File: src/rtl/pipe_ctrl_pkg.sv
// Shared encodings for the pipeline hazard controller: FSM states,
// EX-stage branch/jump resolution codes and the hard-wired zero register.
package pipe_ctrl_pkg;

    typedef enum logic [1:0] {
        RUN      = 2'd0,
        REDIRECT = 2'd1,
        MULDIV   = 2'd2
    } ctrl_state_t;

    localparam logic [1:0] BJ_NONE = 2'b00;
    localparam logic [1:0] BJ_BR   = 2'b01;
    localparam logic [1:0] BJ_J    = 2'b10;
    localparam logic [1:0] BJ_JR   = 2'b11;

    localparam logic [4:0] REG_ZERO = 5'd0;

    // Any non-zero resolution code means EX is redirecting the fetch stream.
    function automatic logic is_redirect(input logic [1:0] bj);
        return bj != BJ_NONE;
    endfunction

endpackage

File: src/rtl/pipeline_hazard_ctrl_load_use_detect.sv
// Combinational load-use detector: a load in ID/EX whose destination is
// read by the instruction sitting in IF/ID.
import pipe_ctrl_pkg::*;

module load_use_detect (
    input  logic       idex_mem_read,
    input  logic [4:0] idex_rt,
    input  logic [4:0] ifid_rs,
    input  logic [4:0] ifid_rt,
    input  logic       ifid_uses_rt,
    output logic       load_use
);

    logic rs_match;
    logic rt_match;

    always_comb begin
        rs_match = (idex_rt == ifid_rs);
        rt_match = ifid_uses_rt && (idex_rt == ifid_rt);
        // Writes to $zero are discarded, so they never create a dependency.
        load_use = idex_mem_read && (idex_rt != REG_ZERO) && (rs_match || rt_match);
    end

endmodule

File: src/rtl/pipeline_hazard_ctrl.sv
// Prioritised stall/flush sequencer for the 5-stage pipeline: memory hold,
// EX redirect, mul/div occupancy and load-use, plus a redirect counter.
import pipe_ctrl_pkg::*;

module pipeline_hazard_ctrl #(
    parameter int          MULDIV_LAT = 32,
    parameter int          CNT_W      = 6,
    parameter logic [15:0] RC_MAX     = 16'hFFFF
) (
    input  logic        clk,
    input  logic        rst_n,
    input  logic [1:0]  branch_jump,
    input  logic        muldiv_start,
    input  logic        mem_busy,
    input  logic        idex_mem_read,
    input  logic [4:0]  idex_rt,
    input  logic [4:0]  ifid_rs,
    input  logic [4:0]  ifid_rt,
    input  logic        ifid_uses_rt,
    output logic        pc_write,
    output logic        ifid_write,
    output logic        ifid_flush,
    output logic        idex_flush,
    output logic        pipe_hold,
    output logic        muldiv_busy,
    output logic [15:0] redirect_count,
    output logic [1:0]  state_dbg
);

    localparam logic [CNT_W-1:0] CNT_LOAD = CNT_W'(MULDIV_LAT - 1);

    ctrl_state_t      state;
    logic [CNT_W-1:0] cnt;
    logic             load_use;

    load_use_detect u_load_use_detect (
        .idex_mem_read (idex_mem_read),
        .idex_rt       (idex_rt),
        .ifid_rs       (ifid_rs),
        .ifid_rt       (ifid_rt),
        .ifid_uses_rt  (ifid_uses_rt),
        .load_use      (load_use)
    );

    // State, mul/div countdown and redirect counter all freeze on mem_busy.
    always_ff @(posedge clk or negedge rst_n) begin
        if (!rst_n) begin
            state          <= RUN;
            cnt            <= '0;
            redirect_count <= '0;
        end else if (!mem_busy) begin
            case (state)
                RUN: begin
                    if (is_redirect(branch_jump)) begin
                        state <= REDIRECT;
                        if (redirect_count != RC_MAX) begin
                            redirect_count <= redirect_count + 16'd1;
                        end
                    end else if (muldiv_start) begin
                        state <= MULDIV;
                        cnt   <= CNT_LOAD;
                    end
                end
                REDIRECT: begin
                    state <= RUN;
                end
                MULDIV: begin
                    if (cnt == '0) begin
                        state <= RUN;
                    end else begin
                        cnt <= cnt - 1'b1;
                    end
                end
                default: begin
                    state <= RUN;
                    cnt   <= '0;
                end
            endcase
        end
    end

    // Output decode; reset forces the defaults regardless of the inputs.
    always_comb begin
        pc_write    = 1'b1;
        ifid_write  = 1'b1;
        ifid_flush  = 1'b0;
        idex_flush  = 1'b0;
        pipe_hold   = 1'b0;
        muldiv_busy = 1'b0;
        if (rst_n) begin
            muldiv_busy = (state == MULDIV);
            if (mem_busy) begin
                pc_write   = 1'b0;
                ifid_write = 1'b0;
                pipe_hold  = 1'b1;
            end else begin
                case (state)
                    RUN: begin
                        if (is_redirect(branch_jump)) begin
                            ifid_flush = 1'b1;
                            idex_flush = 1'b1;
                        end else if (!muldiv_start && load_use) begin
                            pc_write   = 1'b0;
                            ifid_write = 1'b0;
                            idex_flush = 1'b1;
                        end
                    end
                    MULDIV: begin
                        pc_write   = 1'b0;
                        ifid_write = 1'b0;
                        idex_flush = 1'b1;
                    end
                    default: begin
                    end
                endcase
            end
        end
    end

    assign state_dbg = state;

endmodule
File: config.mk
export PLATFORM = sky130hd
export DESIGN_NAME = pipeline_hazard_ctrl
export DESIGN_NICKNAME = d
export VERILOG_FILES = /design/src/rtl/pipe_ctrl_pkg.sv /design/src/rtl/pipeline_hazard_ctrl_load_use_detect.sv /design/src/rtl/pipeline_hazard_ctrl.sv
export SDC_FILE = /design/constraint.sdc
export NUM_CORES = 1
export LEC_CHECK = 0
export CAP_MARGIN = 20
export CORE_ASPECT_RATIO = 0.8
export CORE_MARGIN = 5
export CORE_UTILIZATION = 49
export CTS_BUF_LIST = sky130_fd_sc_hd__clkbuf_2 sky130_fd_sc_hd__clkbuf_4 sky130_fd_sc_hd__clkbuf_8
export CTS_CLUSTER_SIZE = 16
export DETAILED_ROUTE_END_ITERATION = 8
export PLACE_DENSITY_LB_ADDON = 0.2
export SYNTH_ARGS = -nofsm -noshare
export SYNTH_HDL_FRONTEND = slang
export SYNTH_SLANG_ARGS = --single-unit
File: constraint.sdc
create_clock -name clk -period 2.1 [get_ports clk]
set_input_delay 0.42 -clock clk [delete_from_list [all_inputs] [get_ports clk]]
set_output_delay 0.42 -clock clk [all_outputs]
set_load 0.01 [all_outputs]
==> reports/metrics.cfg, run 1 <==
[outcome]
status=finished with violations
violations=negative setup slack

[placed_design]
post-place-ws_ps=-798
dp_cells=263
place.gp.congestion=0.909
dpl.hpwl_um=3100
port_buffers=46
postPlaceCellArea_mm2=0.00219

[global_route]
grt_use_met2_pct=34.8
grt_pass1_wl_um=7130
grt_pass1_vias=1577
grt.busiest_layer=met2
grt_overflow=0
grtUsageTotal_pct=20.2
met1_usage_pct=28.0
antenna_found_initial=0
grt.met3_usage_pct=2.48
grt_start_max_net_pins=16

[critical_path]
rr_worst_depth=5
rr_startpoint=state_dbg[0]
cp.arrival_ps=1680
worstSetupPathType=reg2out
reg2reg_to=cnt[1]
rrSetupSlack_ps=40
start_kind=register
crit_start=state_dbg[1]
cp-endpoint=pc_write
crit_fanout=2
critical_path_required_ps=1680
cp-end-kind=primary output

[detailed_routing]
drt_iter0_drc=77
wl_um=4310
dr.pass1.iters=4
wl_per_cell_um=15.9
viasPerCell=5.68
ant_nets=0
drc=0
vias=1539

[timing]
relSlewSlack_pct=64.4
layout_min_cycle_time_ps=2100
rsz0062_at_grt=yes
finClkSkew_ps=4.01
finalWorstSetupSlack_ps=-4.97
setup_viol=2
tightest_slew_ps=530
slew_violations=0
hold_viol=0
holdWs_ps=293
finalCritPeriodShare_pct=100
fmaxAchievable_ghz=0.475

[layout]
area_growth_syn_to_layout_pct=48.3
drive_above_1_share_pct=22.1
insertedDiodeCount=0
fin_util_pct=75.4
nFillCells=217
fin_nets=258
final_cell_area_mm2=0.00233
fin_cells=271

[clocking]
clk_pin_slew_worst_paths_ps=90
htreeDepth=1
clk_latency_ps=270
cts_made_buffers=3
cts.root.buffer_cell=clkbuf_8
cts_tree=built
clockBufferDepth=2
clock_sinks=24

[synth]
synth_nets=189
async_flop_share_pct=100
syn_inst=163
yosysTopAreaCell=dfrtp_1
synth_flop_cell=dfrtp_1
synth.avg_cell_area_um2=9.63
synth_area_mm2=0.00157
ys_ff_latch=24
post-synth-top-count-cell=dfrtp_1
synth.distinct_cells=51
synth_top_area_share_pct=38.3
yosys-top-cells-area=dfrtp_1, xor2_1, xnor2_1
synth_edf_count=0
yosys_warnings=0
yosys-top-cells-count=dfrtp_1, xor2_1, nand2_1
seq_area_frac_synth_pct=38.3

[floorplan]
start_util_pct=50.9
rows=18
pin_count=47
die_h_um=60.6
die_w_um=73.3
dieArea_mm2=0.00444
core_mm2=0.00309

[run]
maxCapViolations=0

[power]
peakVddDrop_mv=0.754
powerDensity_mw_per_mm2=892
p_leak_nw=1.05

[min_path]
hold_class=in2async

## cells in the final DEF, fill, tap and decap left out, types with 6 or more instances in the layout
cell and count:
clkdlybuf4s50_1 22, buf_4 22, nand2_1 11, xor2_1 15, nor2_1 7, nand3_1 7, dlygate4sd2_1 11, and3_1 6
buf_2 8, dfrtp_1 23, nor3_1 6, xnor2_1 6
## per-layer routing
metal  wire length (um)  share of wire (%)  up-vias
li1                   -                  -      746
met3                258                6.0        2
met4                 13               0.30        0
met2               2040                 47       53
met1               2000                 46      738
met5                  0                  0        -
## report_power, final
group	switching (W)	internal [W]	leakage (nW)
logic	0.000440	0.000484	0.714
registers	0.000152	0.000582	0.302
clock network	0.000163	0.000255	0.0357
## final cells by class
class                   instances  area (um^2)  area share, %
repair buffers                 70          627           26.9
multi-input cells             128          958           41.2
clock inverters                 1         30.0           1.29
inverters                       5         18.8          0.806
flip-flops and latches         24          602           25.9
well taps                      40         50.0           2.15
clock buffers                   3         41.3           1.77
## per-stage QoR
stage                     TNS (ps)  total power, W
final                        -9.40         0.00208
after global routing          -144         0.00220
after CTS                    -49.9         0.00202
after detailed placement     -3610         0.00161
after global placement       -3190         0.00157
after floorplan                  0         0.00118
## worst min-delay path by stage
stage | slack, ps | startpoint | endpoint | depth (start not counted)
final | 290 | rst_n | state_dbg[1] | 2
after global routing | 310 | rst_n | cnt[5] | 2
after CTS | 290 | rst_n | state_dbg[1] | 2
after detailed placement | 510 | redirect_count[6] | redirect_count[6] | 1
after global placement | 490 | redirect_count[6] | redirect_count[6] | 1
after floorplan | 120 | rst_n | cnt[0] | 0
## worst max-delay path: stages (launching register included)
cell,delay [ps]
dfrtp_1,400
nor4_2,320
nand2_1,90
o41a_1,450
buf_2,150
## kinds of logic after synthesis
family                   count (synthesis)  share of synthesized area, %
flip-flops                              24                          38.3
adder cells (fa/ha/maj)                  3                          2.39
multiplexers                             4                          2.87
XOR/XNOR                                21                          11.7
AND/OR/NAND/NOR                         67                          26.1
AO/OA/AOI/OAI                           33                          15.2
buffers and inverters                   11                          3.43
## flip-flops by register name, indices dropped and copies added, names as in the netlist
name and count:
cnt 6, redirect_count 16, state_dbg 2
## what timing repair did
action | in CTS | in global routing
setup endpoints to repair | 6 | 4
pin swaps | 9 | 7
gates cloned | 1 | 0
setup buffers | 1 | 2
resized for setup | 54 | 9
hold buffers | 0 | 0
Note: power is estimated with default switching activity, not from simulation.
==> inputs of run 2 (changes only) <==
- CORE_MARGIN: 5 -> 2
==> run 2 against run 1 <==
Compared with the run above:
- the flow still finishes with violations (negative setup slack)
- cell area fell by 0.81%
- clock skew fell by 0.84 ps
- flip-flop and latch count did not move
- sequential share of layout area rose by 0.21 points
- maximum frequency fell by 0.67%
- worst setup slack got worse by 14 ps
- critical path depth rose by 1
- count of clock-buffer cells in the layout rose by 1
- die area fell by 17%
- non-clock buffer count fell by 3
- global-route usage rose by 4.9 points
- utilization fell by 0.058 points
- critical path type is now in2out
==> reports/metrics.cfg, run 2 (synthesis results as in run 1) <==
[outcome]
status=finished with violations
violations=negative setup slack

[floorplan]
pin_count=47
die_w_um=67.3
core_mm2=0.00306
dieArea_mm2=0.00367
start_util_pct=51.2
die_h_um=54.6
rows=18

[timing]
rsz0062_at_grt=yes
hold_viol=0
fmaxAchievable_ghz=0.472
setup_viol=2
finalCritPeriodShare_pct=101
slew_violations=0
tightest_slew_ps=471
relSlewSlack_pct=68.3
finalWorstSetupSlack_ps=-19.1
layout_min_cycle_time_ps=2120
finClkSkew_ps=3.18

[power]
sequentialPowerShare_pct=37.0
powerDensity_mw_per_mm2=873
pwr-share-comb_pct=47.1
switchingPower_w=0.000771
p_leak_nw=1.04
p_sw_share_pct=38.3
p_total_w=0.00201
peakVddDrop_mv=0.801
p_int_w=0.00124
p_clk_share_pct=15.9

[placed_design]
dpl.hpwl_um=3160
post-place-ws_ps=-846
place.gp.congestion=0.845
port_buffers=46

[critical_path]
path_cells=clkdlybuf4s50_1 > xnor2_1 > a32oi_2 > o41a_1 > buf_2
worstSetupPathType=in2out
path_buf_inv=2
cpMaxStageDelayCell=clkdlybuf4s50_1
cp-end-kind=primary output
cp.arrival_ps=1700
critical_path.max_stage_delay_ps=420
start_kind=input pin
critical_path_required_ps=1680
critical-path-top-delay-family=buffers and inverters
crit_fanout=2

[run]
maxCapViolations=0

[global_route]
grtUsageTotal_pct=25.1
grt_start_max_net_pins=16
grt_pass1_vias=1462
antenna_found_initial=0
grt_pass1_wl_um=6930
grt_overflow=0

[layout]
regArea_um2=602
multi_input_area_um2=972
fin_util_pct=75.4
final_common_cell=dfrtp_1
area_growth_syn_to_layout_pct=47.1
fin_nets=255
insertedDiodeCount=0
top_register=redirect_count
final_cell_mix=dfrtp_1, clkdlybuf4s50_1, buf_4
drive_above_1_share_pct=22.8
nFillCells=217
largest_reg_flops=16

[detailed_routing]
vias=1546
drc=0
drt_iter0_drc=75
viasPerCell=5.77
ant_nets=0
wl_per_cell_um=16.8
dr.pass1.iters=4
wl_um=4500

[clocking]
cts_tree=built
clk_latency_ps=270
clock_sinks=24
htreeDepth=1
clk_pin_slew_worst_paths_ps=80
cts_made_buffers=3
clockBufferDepth=2
cts.root.buffer_cell=clkbuf_8

[min_path]
hold_class=in2async

==> run 2: power groups by stage <==
stage	Sequential, W	Clock (W)	Combinational, W
floorplan	0.000743	0	0.000440
global placement	0.000723	0	0.000854
detailed placement	0.000733	0	0.000894
CTS	0.000731	0.000325	0.000902
global route	0.000768	0.000332	0.00104
finish	0.000746	0.000321	0.000948
==> run 2: timing repair <==
| item | in CTS | in global routing |
|---|---|---|
| cloned | 1 | 0 |
| hold buffers | 0 | 0 |
| hold endpoints to repair | 0 | 0 |
| endpoints found under the setup margin | 6 | 4 |
| gates resized for setup | 57 | 15 |
| pin swaps | 13 | 8 |
| buffers inserted | 3 | 1 |
==> run 2: layout make-up <==
cell class              instances  area share, %
repair buffers                 67           26.4
flip-flops and latches         24           26.1
multi-input cells             128           42.1
well taps                      40           2.17
clock buffers                   4           2.38
inverters                       5          0.813
==> run 2: final timing paths <==
check / slack, ps / from / cells after the start / end
worst max-delay path: -20 / ifid_rt[0] / 5 / ifid_write
worst min-delay path: 300 / rst_n / 2 / redirect_count[0]
worst max register to register: 90 / state_dbg[0] / 5 / cnt[1]
worst min register to register: 530 / cnt[0] / 1 / cnt[0]
max in group asynchronous: 1530 / rst_n / 2 / cnt[0]
min in group clk: 530 / cnt[0] / 1 / cnt[0]
==> run 2: through the flow <==
stage | area (um^2) | TNS, ps | hold slack [ps] | cells
after floorplan | 1570 | 0 | 124 | 163
after global placement | 2160 | -3270 | 501 | 259
after detailed placement | 2160 | -4100 | 507 | 259
after CTS | 2230 | -8.23 | 335 | 267
after global routing | 2310 | -119 | 292 | 268
final | 2310 | -36.8 | 297 | 268
==> run 2: layer usage <==
| metal | vias up | GRT usage (%) | part of all wire [%] |
|---|---|---|---|
| li1 | 742 | - | - |
| met1 | 739 | 34.8 | 45 |
| met2 | 58 | 40.8 | 48 |
| met3 | 7 | 4.12 | 6.2 |
| met4 | 0 | 7.48 | 1.2 |
| met5 | - | 0 | 0 |
==> inputs of run 3 (changes only) <==
- CORE_UTILIZATION: 49 -> 50
- CTS_BUF_LIST: sky130_fd_sc_hd__clkbuf_2 sky130_fd_sc_hd__clkbuf_4 sky130_fd_sc_hd__clkbuf_8 -> sky130_fd_sc_hd__clkbuf_16
- clock period: 2.1 -> 2.6 ns (I/O delays scaled with it)
==> run 3 against run 2 <==
Compared with the run above:
- the flow now finishes without violations
- global-route usage barely moved
- die area shrank 1.9%
- worst setup slack better by 78 ps
- clock power increased by 3%
- utilization shrank 1.5 points
- flip-flop and latch count stayed put
- cell area decreased by 2.8%
- via count about the same
- critical path type unchanged
- critical endpoint unchanged
- largest cell class unchanged
==> reports/metrics.cfg, run 3 (synthesis results as in run 1) <==
[outcome]
status=finished clean

[critical_path]
cp.arrival_ps=2020
cpMaxStageDelayCell=clkdlybuf4s50_1
rr_startpoint=state_dbg[0]
cp-end-kind=primary output
worstSetupPathType=in2out
path_cells=clkdlybuf4s50_1 > xor2_1 > nor3_1 > a32oi_1 > o41a_1 > buf_2
start_kind=input pin
critical_path_required_ps=2080
rr_worst_depth=5
crit_fanout=2
rrSetupSlack_ps=530
critical_path.max_stage_delay_ps=440
reg2reg_to=cnt[1]

[global_route]
met1_usage_pct=30.4
grt_start_max_net_pins=19
grt.met3_usage_pct=5.02
grt_pass1_wl_um=6860
grt_use_met2_pct=47.3
grtUsageTotal_pct=25.1
grt_overflow=0
grt.busiest_layer=met2
antenna_found_initial=0
grt_pass1_vias=1457

[timing]
finClkSkew_ps=1.72
setup_viol=0
fin_setup_tns_ps=0
slew_violations=0
finalCritPeriodShare_pct=97.7
layout_min_cycle_time_ps=2540
fmaxAchievable_ghz=0.393
hold_viol=0
rsz0062_at_grt=no
tightest_slew_ps=478
relSlewSlack_pct=67.8

[power]
p_leak_nw=0.996
powerDensity_mw_per_mm2=716
peakVddDrop_mv=0.673

[detailed_routing]
wl_per_cell_um=16.7
ant_nets=0
viasPerCell=5.90
vias=1547
drt_iter0_drc=58
wl_um=4380
dr.pass1.iters=4
drc=0

[min_path]
hp-start=redirect_count[6]
min_path_cells=1
whs_endpoint=redirect_count[6]
hold_class=reg2reg

[placed_design]
dpl.hpwl_um=3320
place.gp.congestion=0.836
port_buffers=46

[layout]
final_cell_mix=clkdlybuf4s50_1, dfrtp_1, xor2_1
drive_above_1_share_pct=14.0
nFillCells=244
fin_util_pct=73.8
largest_reg_flops=16
multi_input_area_um2=923
regArea_um2=601
fin_nets=249
insertedDiodeCount=0
area_growth_syn_to_layout_pct=43.1
top_register=redirect_count
final_common_cell=clkdlybuf4s50_1

[floorplan]
die_w_um=66.6
die_h_um=54.1
pin_count=47
start_util_pct=51.6
dieArea_mm2=0.00361
core_mm2=0.00304
rows=18

[clocking]
htreeDepth=1
cts.root.buffer_cell=clkbuf_16
cts_tree=built
clk_latency_ps=250
clockBufferDepth=2
clk_pin_slew_worst_paths_ps=60
cts_hold_buffers=0
clock_sinks=24
cts_made_buffers=3

[run]
maxCapViolations=0

## run 3: per-layer routing
| metal | vias up | routed length, um |
|---|---|---|
| met4 | 0 | 10 |
| li1 | 731 | - |
| met2 | 39 | 2210 |
| met5 | - | 0 |
| met3 | 2 | 246 |
| met1 | 775 | 1910 |
## run 3: worst max-delay path by stage
stage                             to  startpoint  cells past startpoint
after floorplan             pc_write  idex_rt[3]                      5
after CTS                 idex_flush  ifid_rt[3]                      8
after global placement      pc_write  idex_rt[3]                      6
after detailed placement  ifid_write  idex_rt[3]                      6
final                     ifid_write  ifid_rs[4]                      6
after global routing      ifid_write  ifid_rs[2]                      6
## run 3: cell type report
| class | instances | area share, % |
|---|---|---|
| Clock buffer | 3 | 3.34 |
| Clock inverter | 1 | 0.167 |
| Inverter | 5 | 0.836 |
| Multi-Input combinational cell | 128 | 41.1 |
| Sequential cell | 24 | 26.8 |
| Tap cell | 40 | 2.23 |
| Timing Repair Buffer | 61 | 25.5 |
## run 3: through the flow
| step | setup slack, ps | cell area, um^2 | hold slack [ps] | power [W] | cells |
|---|---|---|---|---|---|
| after CTS | 0.413 | 2220 | 515 | 0.00161 | 262 |
| final | 58.7 | 2240 | 512 | 0.00161 | 262 |
| after detailed placement | -520 | 2140 | 504 | 0.00128 | 256 |
| after global routing | 14.0 | 2240 | 531 | 0.00172 | 262 |
| after global placement | -430 | 2140 | 493 | 0.00123 | 256 |
| after floorplan | 383 | 1570 | 224 | 0.000955 | 163 |
## run 3: timing repair
item,CTS,global route
buffers inserted,2,0
setup endpoints to repair,3,5
endpoints found under the hold margin,0,0
gates resized for setup,16,9
pin swaps,4,4
## run 3: power by group
| part | switching [W] | internal (W) | total, W |
|---|---|---|---|
| clock | 0.000126 | 0.000205 | 0.000331 |
| combinational | 0.000332 | 0.000351 | 0.000684 |
| sequential | 0.000122 | 0.000470 | 0.000592 |
| total | 0.000580 | 0.00103 | 0.00161 |
## run 3: critical path: cells and delay by family
kind                   cells  cell delay [ps]
buffers and inverters      2              590
AO/OA/AOI/OAI              2              520
AND/OR/NAND/NOR            1              230
XOR/XNOR                   1              160
